### config.mk
export PLATFORM = sky130hd
export DESIGN_NAME = qspi_target_responder_flat
export DESIGN_NICKNAME = d
export VERILOG_FILES = /design/src/rtl/qspi_target_responder_pkg.sv /design/src/rtl/qspi_target_responder_if.sv /design/src/rtl/qspi_target_responder_pin_sync.sv /design/src/rtl/qspi_target_responder.sv /design/src/flat_wrapper.sv
export SDC_FILE = /design/constraint.sdc
export NUM_CORES = 1
export LEC_CHECK = 0
export CAP_MARGIN = 30
export CORE_MARGIN = 4
export CORE_UTILIZATION = 40
export CTS_CLUSTER_SIZE = 20
export DETAILED_ROUTE_END_ITERATION = 16
export GPL_TIMING_DRIVEN = 0
export HOLD_SLACK_MARGIN = 0.08
export SETUP_SLACK_MARGIN = 0.5
export SYNTH_ARGS = -nofsm -noshare
export SYNTH_HDL_FRONTEND = slang
export SYNTH_SLANG_ARGS = --single-unit
### constraint.sdc
create_clock -name clock -period 3.5 [get_ports clock]
set_input_delay 0.525 -clock clock [delete_from_list [all_inputs] [get_ports clock]]
set_output_delay 0.525 -clock clock [all_outputs]
set_load 0.01 [all_outputs]
### src/rtl/qspi_target_responder_pkg.sv
// Shared types and command codes for the QSPI target responder.
// Pure declarations: no latency, no flow control.
package qspi_target_pkg;

  typedef enum logic [2:0] {
    ST_IDLE,
    ST_CMD,
    ST_ADDR,
    ST_WR_DATA,
    ST_RD_DATA,
    ST_IGNORE
  } state_t;

  localparam logic [7:0] CMD_WRITE = 8'h02;
  localparam logic [7:0] CMD_READ  = 8'h03;

endpackage

### src/rtl/qspi_target_responder_if.sv
// Link pins plus the write-commit and status side-band of the QSPI target responder.
// Wiring only; the link has no backpressure, the initiator owns SCK pacing.
interface qspi_target_responder_if #(
  parameter int ADDR_W = 4
);
  logic              sck;
  logic              cs_n;
  logic              mosi;
  logic              miso;
  logic              miso_oe;
  logic              wr_valid;
  logic [ADDR_W-1:0] wr_addr;
  logic [7:0]        wr_data;
  logic              busy;
  logic              err;
  logic              err_clr;

  modport slave (
    input  sck, cs_n, mosi, err_clr,
    output miso, miso_oe, wr_valid, wr_addr, wr_data, busy, err
  );

  modport master (
    output sck, cs_n, mosi, err_clr,
    input  miso, miso_oe, wr_valid, wr_addr, wr_data, busy, err
  );

endinterface

### src/rtl/qspi_target_responder_pin_sync.sv
// Two-flop synchronizer on W async pins; bit 0 gets a third flop for rise/fall detect.
// Latency: 2 cycles to dout, edges valid the same cycle dout changes; no backpressure.
module qspi_pin_sync #(
  parameter int           W       = 3,
  parameter logic [W-1:0] RST_VAL = '0
) (
  input  logic         clock,
  input  logic         reset,
  input  logic [W-1:0] din,
  output logic [W-1:0] dout,
  output logic         rise,
  output logic         fall
);

  logic [W-1:0] meta;
  logic         edge_d;

  always_ff @(posedge clock or negedge reset) begin
    if (!reset) begin
      meta   <= RST_VAL;
      dout   <= RST_VAL;
      edge_d <= RST_VAL[0];
    end else begin
      meta   <= din;
      dout   <= meta;
      edge_d <= dout[0];
    end
  end

  assign rise = dout[0] & ~edge_d;
  assign fall = ~dout[0] & edge_d;

endmodule

### src/rtl/qspi_target_responder.sv
// SPI mode-0 target serving byte reads/writes to an internal register file over the link.
// Pin-to-internal 3 cycles; write commit 1 cycle after 8th rise; no backpressure.
module qspi_target_responder
  import qspi_target_pkg::*;
#(
  parameter int DEPTH  = 16,
  parameter int ADDR_W = $clog2(DEPTH)
) (
  input  logic                    clock,
  input  logic                    reset,
  qspi_target_responder_if.slave  io
);

  logic        sck_rise, sck_fall;
  logic        cs_s, mosi_s;
  logic        unused_sck_s;

  state_t      state, state_nx;
  logic [2:0]  bit_cnt;
  logic [6:0]  rx_shift;
  logic [7:0]  rx_byte;
  logic        byte_done;
  logic        cmd_ok;
  logic        is_rd;
  logic        armed;
  logic        load_pend;
  logic [7:0]  tx_shift;
  logic [ADDR_W-1:0] addr;
  logic [7:0]  mem [DEPTH];
  logic        err_q;
  logic        wr_valid_q;
  logic [ADDR_W-1:0] wr_addr_q;
  logic [7:0]  wr_data_q;

  // CS_n syncs to "asserted" on reset so a burst already in flight never looks like a fresh fall.
  qspi_pin_sync #(.W(3), .RST_VAL(3'b000)) u_pin_sync (
    .clock (clock),
    .reset (reset),
    .din   ({io.mosi, io.cs_n, io.sck}),
    .dout  ({mosi_s, cs_s, unused_sck_s}),
    .rise  (sck_rise),
    .fall  (sck_fall)
  );

  assign rx_byte   = {rx_shift, mosi_s};
  assign byte_done = sck_rise & (bit_cnt == 3'd7) & ~cs_s;
  assign cmd_ok    = (rx_byte == CMD_WRITE) || (rx_byte == CMD_READ);

  always_ff @(posedge clock or negedge reset) begin
    if (!reset) state <= ST_IDLE;
    else        state <= state_nx;
  end

  always_comb begin
    state_nx = state;
    if (state != ST_IDLE && cs_s) begin
      state_nx = ST_IDLE;
    end else begin
      case (state)
        ST_IDLE:  if (!cs_s && armed) state_nx = ST_CMD;
        ST_CMD:   if (byte_done) state_nx = cmd_ok ? ST_ADDR : ST_IGNORE;
        ST_ADDR:  if (byte_done) state_nx = is_rd ? ST_RD_DATA : ST_WR_DATA;
        default:  state_nx = state;
      endcase
    end
  end

  always_ff @(posedge clock or negedge reset) begin
    if (!reset) begin
      bit_cnt    <= '0;
      rx_shift   <= '0;
      is_rd      <= 1'b0;
      armed      <= 1'b0;
      load_pend  <= 1'b0;
      tx_shift   <= '0;
      addr       <= '0;
      err_q      <= 1'b0;
      wr_valid_q <= 1'b0;
      wr_addr_q  <= '0;
      wr_data_q  <= '0;
      for (int i = 0; i < DEPTH; i++) mem[i] <= '0;
    end else begin
      wr_valid_q <= 1'b0;
      if (cs_s) armed <= 1'b1;

      // Partial bytes are dropped whenever the link is idle or deselected.
      if (state == ST_IDLE || cs_s) begin
        bit_cnt  <= '0;
        rx_shift <= '0;
      end else if (sck_rise) begin
        bit_cnt  <= bit_cnt + 3'd1;
        rx_shift <= rx_byte[6:0];
      end

      if (state == ST_IDLE) begin
        tx_shift  <= '0;
        load_pend <= 1'b0;
      end

      if (byte_done) begin
        case (state)
          ST_CMD:  is_rd <= (rx_byte == CMD_READ);
          ST_ADDR: begin
            addr      <= rx_byte[ADDR_W-1:0];
            load_pend <= 1'b1;
          end
          ST_WR_DATA: begin
            mem[addr]  <= rx_byte;
            wr_valid_q <= 1'b1;
            wr_addr_q  <= addr;
            wr_data_q  <= rx_byte;
            addr       <= addr + ADDR_W'(1);
          end
          ST_RD_DATA: load_pend <= 1'b1;
          default: ;
        endcase
      end

      // First fall after a byte boundary fetches the next byte; the rest shift it out.
      if (state == ST_RD_DATA && sck_fall && !cs_s) begin
        if (load_pend) begin
          tx_shift  <= mem[addr];
          addr      <= addr + ADDR_W'(1);
          load_pend <= 1'b0;
        end else begin
          tx_shift  <= {tx_shift[6:0], 1'b0};
        end
      end

      if (state == ST_CMD && byte_done && !cmd_ok) err_q <= 1'b1;
      else if (io.err_clr)                         err_q <= 1'b0;
    end
  end

  assign io.miso_oe  = (state == ST_RD_DATA) & ~cs_s;
  assign io.miso     = io.miso_oe & tx_shift[7];
  assign io.busy     = ~cs_s & armed;
  assign io.err      = err_q;
  assign io.wr_valid = wr_valid_q;
  assign io.wr_addr  = wr_addr_q;
  assign io.wr_data  = wr_data_q;

endmodule

### src/flat_wrapper.sv
// flat-port wrapper written by rule: the top's interface ports become plain ports
module qspi_target_responder_flat import qspi_target_pkg::*;
#(
  parameter int DEPTH  = 16,
  parameter int ADDR_W = $clog2(DEPTH)
)
  (clock, reset, io_sck, io_cs_n, io_mosi, io_err_clr, io_miso, io_miso_oe, io_wr_valid, io_wr_addr, io_wr_data, io_busy, io_err);
  qspi_target_responder_if #(.ADDR_W(ADDR_W)) io_i ();
  input  logic clock;
  input  logic reset;
  input wire logic [$bits(io_i.sck)-1:0] io_sck;
  input wire logic [$bits(io_i.cs_n)-1:0] io_cs_n;
  input wire logic [$bits(io_i.mosi)-1:0] io_mosi;
  input wire logic [$bits(io_i.err_clr)-1:0] io_err_clr;
  output wire logic [$bits(io_i.miso)-1:0] io_miso;
  output wire logic [$bits(io_i.miso_oe)-1:0] io_miso_oe;
  output wire logic [$bits(io_i.wr_valid)-1:0] io_wr_valid;
  output wire logic [$bits(io_i.wr_addr)-1:0] io_wr_addr;
  output wire logic [$bits(io_i.wr_data)-1:0] io_wr_data;
  output wire logic [$bits(io_i.busy)-1:0] io_busy;
  output wire logic [$bits(io_i.err)-1:0] io_err;
  assign io_i.sck = io_sck;
  assign io_i.cs_n = io_cs_n;
  assign io_i.mosi = io_mosi;
  assign io_i.err_clr = io_err_clr;
  assign io_miso = io_i.miso;
  assign io_miso_oe = io_i.miso_oe;
  assign io_wr_valid = io_i.wr_valid;
  assign io_wr_addr = io_i.wr_addr;
  assign io_wr_data = io_i.wr_data;
  assign io_busy = io_i.busy;
  assign io_err = io_i.err;
  qspi_target_responder #(.DEPTH(DEPTH), .ADDR_W(ADDR_W)) u_core (.clock(clock), .reset(reset), .io(io_i));
endmodule
==> impl_results.md <==
- Outcome: finished, final reports clean
- # setup viols final: 0
- PnR Total Power: between 0.004 and 0.005 W
- # hold bufs at CTS: 0
- Die height: approximately 150 um
- Synth area leader: dfrtp_1
- Comb power frac: 0.053
- Post-DR vias/cell: 5.54
- DR iter-0 viols: between 300 and 400
- Clock power frac: 0.467
- Layout area overhead: 15.3%
- Final Cycle Share: 0.800
- Num CTS Buffers: 17
- Clk sinks: ~180
- Crit start category: register
- Worst Tran Pin Value: 0.892 ns
- Vias: roughly 5400
- Pre-CTS setup slack: roughly 0.44 ns
- Crit end category: register
- Critical path fanouts, max: 10
- Post-layout net count: 701
- Vias in the first global route: approximately 5600
- Fill cells: 1842
- Ys flop type: dfrtp_1
- Slew Viols, Final: 0
- CTS max path bufs: 2
- Yosys top cell area share: 0.534
- Gpl congestion: about 0.83
- Share of synthesized registers carrying an async set or reset: 1.00
- Routed WL: 20.6 mm
- Min Hold Slack: around 0.12 ns
- Syn nets: 658
- Placed Instance Area: between 8000 and 9000 um^2
- Drt wl/cell: around 21 um
- Hpwl dp: about 14 mm
- DIE AREA: 23100 um^2
- MaxCap Viol Count: 0
- Synth unique cells: between 40 and 50
- Detail Route Antenna Nets: 0
- Gr ovfl total: 0
- Synthesized area per cell: 12.8 um^2
- Part of the power in registers: 0.480
- Synthesis-stage register bit count: 177
- Cell Int Power: 0.00333 W
- Power Density: 458 nW/um^2
- Register area share after synthesis: 0.534
- Drc violations: 0
- Die W: 152 um
- Syn. warnings: 0
- Unrepaired setup endpoints after global routing: no
- Antenna violations before repair: 0
- Mapped Area: between 8000 and 9000 um^2
- VDD IR max: about 0.34 mV
- Hold Crit Class: in -> async
- Rows: between 50 and 60
- IO Port Bufs: 22
- Cells after Synth: between 600 and 700
- Largest net degree at the start of global routing: 97
- Final min period: ~2.8 ns
- Initial DRT Pass Iterations: 5
- Reg-to-Reg Start: u_core.addr[1]$_DFF_PN0_
- Sw Share: 0.240
- Setup crit start: u_core.addr[1]$_DFF_PN0_
- Initial core utilization: 0.409
- Top post-synthesis cells by area: dfrtp_1, mux2_2, o21ai_0, nand2_1, o22ai_1
- Diodes inserted: 0
- First-pass GRT wire length: roughly 33 mm
- Gr usage total: 0.184
- Share of layout cells above drive strength 1: 0.350
- Io pins: 23
- CTS Root Cell: clkbuf_16
- Clock-pin transition on the worst setup and hold timing paths: 0.07 ns
- Clk_lat worst skew: around 0.43 ns
- Arr. time, crit path: 3.12 ns
- Final Worst Setup Slack: between 0.6 and 0.7 ns
- Relative slew margins: 0.397
- Final hold violation count: 0
- Crit Path Category: reg -> reg
- Commonest non-fill, non-tap cell in the layout: dfrtp_1
- Final Instance Area: 9560 um^2
- Setup TNS: 0 ns
- Setup Skew: slightly below 0.007 ns
- H-Tree Depth: 4
- Worst path required time: 3.82 ns
- Max Freq: roughly 360 MHz
- Number of synthesized flops with an enable pin: 0
- CTS tree: done
- Core Box Area: 20300 um^2
- Commonest non-fill, non-tap cells in the layout: dfrtp_1, mux2_2, nand2_1
- P_leak: roughly 4.3 nW
- NetSw: around 0.0010 W
==> stage by stage <==
step | std cells | util
CTS | 971 | 0.469
floorplan | 646 | -
global placement | 938 | 0.436
detailed placement | 939 | 0.438
finish | 972 | 0.471
global route | 972 | 0.471
==> cell type report <==
| cell class | count | area, um^2 | area share |
|---|---|---|---|
| flip-flops and latches | 177 | 4430 | 0.463 |
| clock inverters | 15 | 204 | 0.0213 |
| repair buffers | 24 | 273 | 0.0285 |
| multi-input cells | 408 | 3650 | 0.382 |
| well taps | 270 | 338 | 0.0353 |
| plain buffers | 46 | 188 | 0.0196 |
| clock buffers | 17 | 425 | 0.0445 |
| inverters | 15 | 56.3 | 0.00589 |
==> synth_stat cells (3+ instances only) <==
library cell	count
ha_1	6
mux2i_1	11
nand2b_1	7
a211oi_1	7
inv_1	15
nor3_4	4
a22oi_1	12
buf_2	11
nand3_1	5
nor2b_1	10
a21oi_1	10
a222oi_1	7
nor2_2	12
nand4_4	4
buf_1	6
o21ai_0	29
mux2_2	171
dfrtp_1	177
o31a_1	7
clkbuf_1	29
o22ai_1	18
mux2_1	7
nand2_1	33
and3b_1	3
nor2_1	12
==> sequential cells by signal, indices dropped and copies added, names as in the netlist <==
register	count
u_core.bit_cnt	3
u_core.armed	1
u_core.io.wr_data	8
u_core.load_pend	1
u_core.io.wr_valid	1
u_core.state	3
u_core.u_pin_sync.dout	3
u_core.io.wr_addr	4
u_core.addr	4
u_core.io.err	1
u_core.mem	128
u_core.u_pin_sync.edge_d	1
u_core.rx_shift	7
u_core.is_rd	1
u_core.tx_shift	8
u_core.u_pin_sync.meta	3
==> worst paths after layout <==
path | cells past startpoint | slack [ns] | endpoint
max | 8 | 0.70 | u_core.mem[112]$_DFFE_PN0P_
min | 1 | 0.12 | u_core.io.wr_data[5]$_DFFE_PN0P_
max reg2reg | 8 | 0.70 | u_core.mem[112]$_DFFE_PN0P_
min reg2reg | 0 | 0.35 | u_core.u_pin_sync.dout[1]$_DFF_PN0_
max in group asynchronous | 2 | 2.52 | u_core.mem[83]$_DFFE_PN0P_
min in group clock | 0 | 0.35 | u_core.u_pin_sync.dout[1]$_DFF_PN0_
==> timing repair <==
action                                  4_1_cts  5_1_grt
pin swaps                                     0        1
endpoints found under the setup margin       15       64
cloned                                        0        0
gates resized for setup                       2        5
buffers inserted                              0        1
==> critical path, cell delays in order (launching register included) <==
cell and delay, ns:
dfrtp_1 0.41, buf_2 0.23, clkbuf_2 0.32, buf_2 0.32
inv_1 0.14, ha_1 0.20, nand4_4 0.22, nor3_4 0.46
mux2_2 0.39
==> cell families (layout without fill, tap and decap cells) <==
group	after synthesis	count (layout)	share of synthesized area
fa+ha+maj	6	6	0.00905
flops	177	177	0.534
buf+inv	61	117	0.0293
compound gates	102	102	0.0817
simple gates	106	106	0.0828
xor+xnor	3	3	0.00317
mux	191	191	0.260
==> power groups by stage <==
| stage | clock, W | combinational, W | sequential, W |
|---|---|---|---|
| floorplan | 0 | 0.000130 | 0.00213 |
| global placement | 0 | 0.000216 | 0.00214 |
| detailed placement | 0 | 0.000227 | 0.00214 |
| CTS | 0.00208 | 0.000228 | 0.00210 |
| global route | 0.00218 | 0.000259 | 0.00210 |
| finish | 0.00205 | 0.000231 | 0.00210 |
==> layer usage <==
layer / part of all wire / vias up / global-route usage
li1: - / 2433 / -
met1: 0.45 / 2803 / 0.250
met2: 0.48 / 118 / 0.293
met3: 0.040 / 30 / 0.0341
met4: 0.029 / 0 / 0.0749
met5: 0 / - / 0
(Power assumes the default switching activity.)
